<file path="config.mk">
export PLATFORM = sky130hd
export DESIGN_NAME = seq_alu
export DESIGN_NICKNAME = d
export VERILOG_FILES = /design/src/rtl/seq_alu.sv
export SDC_FILE = /design/constraint.sdc
export NUM_CORES = 1
export LEC_CHECK = 0
export ABC_AREA = 1
export BUFFER_PORTS_ARGS = -buffer_cell sky130_fd_sc_hd__buf_2
export CORE_ASPECT_RATIO = 0.9
export CORE_MARGIN = 2
export CORE_UTILIZATION = 55
export DETAILED_ROUTE_END_ITERATION = 10
export HOLD_SLACK_MARGIN = 0.15
export PLACE_DENSITY = 0.74
export SLEW_MARGIN = 20
export SYNTH_ARGS = -nofsm -noshare
export SYNTH_HDL_FRONTEND = slang
export SYNTH_SLANG_ARGS = --single-unit
</file>
<file path="constraint.sdc">
create_clock -name clk -period 2.9 [get_ports clk]
set_input_delay 0.435 -clock clk [delete_from_list [all_inputs] [get_ports clk]]
set_output_delay 0.435 -clock clk [all_outputs]
set_load 0.01 [all_outputs]
</file>
<file path="src/rtl/seq_alu.sv">
// ----------------------------------------------------------------------------
// seq_alu - clocked ALU with valid/ready handshakes and status flags.
//
// Sits between the fetch stage (command side) and the writeback stage
// (result side). Single-cycle ops finish on the accept edge. mul, div and mod
// run one iteration per clock for BITS clocks.
//
// Handshake rule, both sides: a transfer happens on a rising clk edge where
// valid && ready are both 1. The producer holds valid and its payload stable
// until that edge. The command side is ready only in IDLE, and commands are
// never queued. The result side is valid only in DONE, where out and the
// flags stay frozen until the transfer.
//
// Ports:
//   clk        rising-edge clock
//   reset      asynchronous active-low reset
//   in_valid   command (op, inp1, inp2) presented
//   in_ready   block can accept a command (state == IDLE)
//   op         operation select
//   inp1/inp2  operands A / B
//   out_valid  result and flags valid (state == DONE)
//   out_ready  consumer accepts the result
//   out        result (BITS wide, truncated)
//   carry      carry / borrow / mul-overflow / last bit shifted out
//   zero       out == 0
//   div_zero   div or mod by zero occurred
//   busy       state != IDLE
//   dbg_state  raw FSM state (0 IDLE, 1 EXEC, 2 DONE)
// ----------------------------------------------------------------------------
module seq_alu #(
    parameter int BITS = 8,
    parameter int OP   = 4
) (
    input  logic            clk,
    input  logic            reset,
    input  logic            in_valid,
    output logic            in_ready,
    input  logic [OP-1:0]   op,
    input  logic [BITS-1:0] inp1,
    input  logic [BITS-1:0] inp2,
    output logic            out_valid,
    input  logic            out_ready,
    output logic [BITS-1:0] out,
    output logic            carry,
    output logic            zero,
    output logic            div_zero,
    output logic            busy,
    output logic [1:0]      dbg_state
);

    localparam int SH_W  = $clog2(BITS);
    localparam int CNT_W = $clog2(BITS + 1);

    localparam logic [OP-1:0] OP_SUB  = OP'(1);
    localparam logic [OP-1:0] OP_MUL  = OP'(2);
    localparam logic [OP-1:0] OP_DIV  = OP'(3);
    localparam logic [OP-1:0] OP_MOD  = OP'(4);
    localparam logic [OP-1:0] OP_XOR  = OP'(5);
    localparam logic [OP-1:0] OP_NOR  = OP'(6);
    localparam logic [OP-1:0] OP_XNOR = OP'(7);
    localparam logic [OP-1:0] OP_SHL  = OP'(8);
    localparam logic [OP-1:0] OP_SHR  = OP'(9);

    typedef enum logic [1:0] {
        S_IDLE = 2'd0,
        S_EXEC = 2'd1,
        S_DONE = 2'd2
    } state_t;

    state_t          state_q, state_d;
    logic [OP-1:0]   op_q, op_d;
    // lo_q: latched inp1, then the multiplier/product-low or dividend/quotient.
    // hi_q: product-high for mul, partial remainder for div/mod.
    logic [BITS-1:0] lo_q, lo_d;
    logic [BITS-1:0] hi_q, hi_d;
    logic [BITS-1:0] b_q, b_d;
    logic [CNT_W-1:0] cnt_q, cnt_d;
    logic [BITS-1:0] out_q, out_d;
    logic            carry_q, carry_d;
    logic            zero_q, zero_d;
    logic            div_zero_q, div_zero_d;

    // ------------------------------------------------------------------
    // Single-cycle datapath, fed straight from the inputs on the accept edge
    // ------------------------------------------------------------------
    logic [BITS:0]   sum_w, diff_w, shl_w, shr_w;
    logic [SH_W-1:0] sh;
    logic [BITS-1:0] sc_out;
    logic            sc_carry;
    logic            is_iter;

    always_comb begin
        sh       = inp2[SH_W-1:0];
        sum_w    = {1'b0, inp1} + {1'b0, inp2};
        // Top bit of the widened difference is the borrow (inp1 < inp2).
        diff_w   = {1'b0, inp1} - {1'b0, inp2};
        // One guard bit catches the last bit shifted out; it is 0 for shift 0.
        shl_w    = {1'b0, inp1} << sh;
        shr_w    = {inp1, 1'b0} >> sh;
        sc_out   = sum_w[BITS-1:0];
        sc_carry = sum_w[BITS];
        case (op)
            OP_SUB:  begin sc_out = diff_w[BITS-1:0]; sc_carry = diff_w[BITS]; end
            OP_XOR:  begin sc_out = inp1 ^ inp2;      sc_carry = 1'b0; end
            OP_NOR:  begin sc_out = ~(inp1 | inp2);   sc_carry = 1'b0; end
            OP_XNOR: begin sc_out = ~(inp1 ^ inp2);   sc_carry = 1'b0; end
            OP_SHL:  begin sc_out = shl_w[BITS-1:0];  sc_carry = shl_w[BITS]; end
            OP_SHR:  begin sc_out = shr_w[BITS:1];    sc_carry = shr_w[0]; end
            default: ;  // add, including every unassigned opcode
        endcase
        is_iter = (op == OP_MUL) || (op == OP_DIV) || (op == OP_MOD);
    end

    // ------------------------------------------------------------------
    // One iteration of shift-add multiply / restoring division
    // ------------------------------------------------------------------
    logic [BITS:0]   mul_sum, div_sh;
    logic [BITS-1:0] div_sub, hi_n, lo_n;

    always_comb begin
        mul_sum = {1'b0, hi_q} + (lo_q[0] ? {1'b0, b_q} : '0);
        div_sh  = {hi_q, lo_q[BITS-1]};
        // Only used when div_sh >= b_q, so the true difference fits BITS bits.
        div_sub = div_sh[BITS-1:0] - b_q;
        hi_n    = hi_q;
        lo_n    = lo_q;
        if (op_q == OP_MUL) begin
            hi_n = mul_sum[BITS:1];
            lo_n = {mul_sum[0], lo_q[BITS-1:1]};
        end else if (div_sh >= {1'b0, b_q}) begin
            // With b_q == 0 this branch is always taken, which gives
            // quotient = all ones and remainder = dividend.
            hi_n = div_sub;
            lo_n = {lo_q[BITS-2:0], 1'b1};
        end else begin
            hi_n = div_sh[BITS-1:0];
            lo_n = {lo_q[BITS-2:0], 1'b0};
        end
    end

    // ------------------------------------------------------------------
    // FSM next-state and register updates
    // ------------------------------------------------------------------
    logic [BITS-1:0] iter_out;

    always_comb begin
        state_d    = state_q;
        op_d       = op_q;
        lo_d       = lo_q;
        hi_d       = hi_q;
        b_d        = b_q;
        cnt_d      = cnt_q;
        out_d      = out_q;
        carry_d    = carry_q;
        zero_d     = zero_q;
        div_zero_d = div_zero_q;
        iter_out   = (op_q == OP_MOD) ? hi_n : lo_n;
        case (state_q)
            S_IDLE: begin
                if (in_valid) begin
                    op_d  = op;
                    lo_d  = inp1;
                    b_d   = inp2;
                    hi_d  = '0;
                    cnt_d = '0;
                    if (is_iter) begin
                        state_d = S_EXEC;
                    end else begin
                        state_d    = S_DONE;
                        out_d      = sc_out;
                        carry_d    = sc_carry;
                        zero_d     = (sc_out == '0);
                        div_zero_d = 1'b0;
                    end
                end
            end
            S_EXEC: begin
                hi_d  = hi_n;
                lo_d  = lo_n;
                cnt_d = cnt_q + CNT_W'(1);
                if (cnt_q == CNT_W'(BITS - 1)) begin
                    state_d    = S_DONE;
                    out_d      = iter_out;
                    zero_d     = (iter_out == '0);
                    carry_d    = (op_q == OP_MUL) && (hi_n != '0);
                    div_zero_d = (op_q != OP_MUL) && (b_q == '0);
                end
            end
            S_DONE: begin
                if (out_ready) state_d = S_IDLE;
            end
            default: state_d = S_IDLE;
        endcase
    end

    always_ff @(posedge clk or negedge reset) begin
        if (!reset) begin
            state_q    <= S_IDLE;
            op_q       <= '0;
            lo_q       <= '0;
            hi_q       <= '0;
            b_q        <= '0;
            cnt_q      <= '0;
            out_q      <= '0;
            carry_q    <= 1'b0;
            zero_q     <= 1'b0;
            div_zero_q <= 1'b0;
        end else begin
            state_q    <= state_d;
            op_q       <= op_d;
            lo_q       <= lo_d;
            hi_q       <= hi_d;
            b_q        <= b_d;
            cnt_q      <= cnt_d;
            out_q      <= out_d;
            carry_q    <= carry_d;
            zero_q     <= zero_d;
            div_zero_q <= div_zero_d;
        end
    end

    assign in_ready  = (state_q == S_IDLE);
    assign out_valid = (state_q == S_DONE);
    assign busy      = (state_q != S_IDLE);
    assign out       = out_q;
    assign carry     = carry_q;
    assign zero      = zero_q;
    assign div_zero  = div_zero_q;
    assign dbg_state = state_q;

endmodule

</file>
==> results.toml <==
[outcome]
status = "complete, no violations"

[detailed_routing]
firstDrtPassIters = 6
wl_per_cell_um = 16.77
wirelength_um = 16620
drt_first_iter_violations = 569
vias_per_cell = 5.718
vias = 5667
ant_nets = 0
drc = 0

[sta]
tightest_slew_ns = 0.6355
min_period_ns = 2.689
timing.final.crit_share_pct = 92.72
final-setup-viol-count = 0
setup_slack_ns = 0.2110
relSlewSlack_pct = 57.47
timing.fmax_mhz = 371.9
rsz0062_at_grt = "false"
maxSlewViolCount = 0
finalHoldViolCount = 0
skew_ns = 0.01139
whs_ns = 0.1193
tns_ns = 0

[synthesis]
yosysTopAreaCellShare_pct = 22.42
postSynthCellCount = 838
seq_area_frac_synth_pct = 22.42
synth_xor_area_share_pct = 0.8717
syn-num-nets = 908
synth_area_mm2 = 0.005024
synth_compound_area_share_pct = 11.36
async_reset_ff_share_pct = 100.0
synth_fa_ha_area_share_pct = 12.05
synth_seq_cells = 45
syn_area_per_cell_um2 = 5.995
synth.largest_area_cell = "dfrtp_1"
synth-edff-count = 0
synth_top_family_by_area = "simple AND/OR/NAND/NOR gates"
muxShareOfSynthArea_pct = 0.1993
synth_warnings = 0
ys.flop_type = "dfrtp_1"
yosys.area_share.simple_pct = 42.24
ys_types = 40
synthTopCellsByArea = "dfrtp_1 22%, nand2_1 21%, ha_1 10%"

[power]
leakage_nw = 3.086
p_per_area_mw_per_mm2 = 973.3
seqPwrFrac_pct = 22.2
peakVddDrop_uv = 733.4
switching_share_pct = 56.07
clkPwrFrac_pct = 8.0
comb_power_share_pct = 69.8
p_sw_mw = 2.951
p_int_mw = 2.312

[cts]
cts_tree = "done"
post_cts_buffers = 0
clockBufferDepth = 2
post_cts_resized = 0
path_clk_slew_ns = 0.10
h-tree-depth = 2
clkLatencyLatePin_ns = 0.31
cts.sink_count = 45
clockRootBuffer = "clkbuf_8"
hold_buffers = 0
cts_made_buffers = 5

[global_route]
grt_pass1_vias = 5225
grt_overflow = 0
grt_usage_pct = 34.15
antenna_found_initial = 0
grt_pass1_wl_um = 26700
grt_max_degree = 46

[cells_and_area]
fill_cells = 928
diodes = 0
syn_to_final_growth_pct = 7.622
fin_nets = 938
postLayoutCellArea_mm2 = 0.005406
drive_gt1_share_pct = 9.551
final_util_pct = 60.06

[die]
die-area_mm2 = 0.009915
die_h_um = 94.67
die_w_um = 104.7
io_pins = 40
initial_core_util_pct = 55.81
num_rows = 33
core_area_mm2 = 0.009001

[placement]
dpl.hpwl_um = 13320
post_dp_cell_area_mm2 = 0.005314
place_ws_ns = 0.2926
gp_congestion = 1.027
portBuffers = 39

[worst_setup_path]
cp-start-kind = "register"
crit_required_ns = 3.09
cp-end-kind = "register"
arrival_ns = 2.88
critical_path_class = "register to register"
path_max_fanout = 10

[run]
cap_violations = 0

[hold_path]
hold_class = "input pin to asynchronous set/reset pin"
-- registers in the layout (all words and copies together) (netlist names) --
register and cells:
cnt_q 4, b_q 8, hi_q 8, div_zero 1
out 8, lo_q 8, zero 1, op_q 4
carry 1, dbg_state 2
-- synth_stat cells, types with 2 or more instances --
| cell type | count |
|---|---|
| a21oi_1 | 31 |
| a22o_1 | 3 |
| a31oi_1 | 4 |
| and2_1 | 5 |
| buf_2 | 12 |
| clkbuf_1 | 9 |
| dfrtp_1 | 45 |
| fa_1 | 4 |
| ha_1 | 42 |
| inv_1 | 96 |
| inv_2 | 17 |
| nand2_1 | 276 |
| nand2_4 | 2 |
| nand3_1 | 99 |
| nand4_1 | 18 |
| nor2_1 | 84 |
| nor2_2 | 4 |
| nor4_1 | 2 |
| o211ai_1 | 2 |
| o21ai_0 | 42 |
| o21ai_1 | 7 |
| o221ai_1 | 7 |
| o22ai_1 | 3 |
| or2_1 | 3 |
| or2_2 | 3 |
| xnor2_1 | 3 |
| xor2_1 | 2 |
-- cells by family after synthesis --
logic type / Yosys count
AO/OA/AOI/OAI: 102
buffers and inverters: 138
AND/OR/NAND/NOR: 501
multiplexers: 1
XOR/XNOR: 5
adder cells (fa/ha/maj): 46
flip-flops: 45
-- worst max-delay path, stage by stage, from the launching register on --
cell and delay, ns:
dfrtp_1 0.56, nand2_1 0.09, inv_1 0.07, ha_1 0.16
inv_1 0.06, fa_1 0.44, inv_1 0.10, nand3_1 0.07
nand2_1 0.09, nand2_1 0.05, nand2_1 0.05, nor2_1 0.05
a21oi_1 0.15, and2_1 0.18, nand2_1 0.07, nor2_1 0.14
nand2_1 0.07, nand2_1 0.09, a21oi_1 0.08
-- power groups by stage --
stage	logic [mW]	clock network, mW	registers [mW]
detailed placement	3.56	0	1.17
finish	3.67	0.420	1.17
global placement	3.49	0	1.16
floorplan	2.57	0	1.11
global route	4.11	0.441	1.20
CTS	3.58	0.424	1.16
-- routing by layer --
metal | vias to the layer above | GRT usage (%) | share of wire, % | wire length, um
met5 | - | 0 | 0 | 0
met4 | 0 | 6.444 | 1.3 | 216
met3 | 24 | 6.832 | 10 | 1724
met2 | 284 | 52.54 | 43 | 7082
met1 | 2593 | 49.94 | 46 | 7594
li1 | 2766 | - | - | -
-- placed cells by master, fill, tap and decap left out, types with 2 or more instances in the layout --
cell type,synthesis,layout
o21ai_0,42,42
o211ai_1,2,2
a31oi_1,4,4
ha_1,42,42
and2_1,5,5
xor2_1,2,2
nand4_1,18,18
nor2_1,84,84
o221ai_1,7,7
xnor2_1,3,3
fa_1,4,4
buf_4,1,9
or2_1,3,3
nand2_1,276,276
dfrtp_1,45,45
o22ai_1,3,3
nor2_2,4,4
clkbuf_8,0,5
o21ai_1,7,7
a21oi_1,31,31
or2_2,3,3
nand3_1,99,99
a22o_1,3,3
nor4_1,2,2
nand2_4,2,2
inv_2,17,17
inv_1,96,96
buf_2,12,38
-- final cells by class --
type,count,area (um^2),share of cell area [%]
Multi-Input combinational cell,655,3352,62.00
Sequential cell,45,1126,20.83
Inverter,114,427.9,7.915
Timing Repair Buffer,47,257.7,4.767
Tap cell,122,152.6,2.823
Clock buffer,5,68.82,1.273
Clock inverter,3,21.27,0.3934
-- final timing paths --
check                                     from                        to  slack (ns)  cells after the start
max                        lo_q[0]$_DFFE_PN0P_         carry$_DFFE_PN0P_        0.21                     18
min reg2reg                 out[0]$_DFFE_PN0P_        out[0]$_DFFE_PN0P_        0.48                      2
min                                      reset      cnt_q[2]$_DFFE_PN0P_        0.12                      1
min in group clk                     out_ready  dbg_state[1]$_DFFE_PN0P_        0.39                      4
max in group asynchronous                reset        b_q[4]$_DFFE_PN0P_        2.35                      1
max reg2reg                lo_q[0]$_DFFE_PN0P_         carry$_DFFE_PN0P_        0.21                     18
-- metrics by stage --
stage                     std cells  total power [mW]
after floorplan                 838             3.681
after global placement          983             4.647
after detailed placement        983             4.727
after CTS                       991             5.165
after global routing            991             5.753
final                           991             5.262
(Power assumes the default switching activity.)
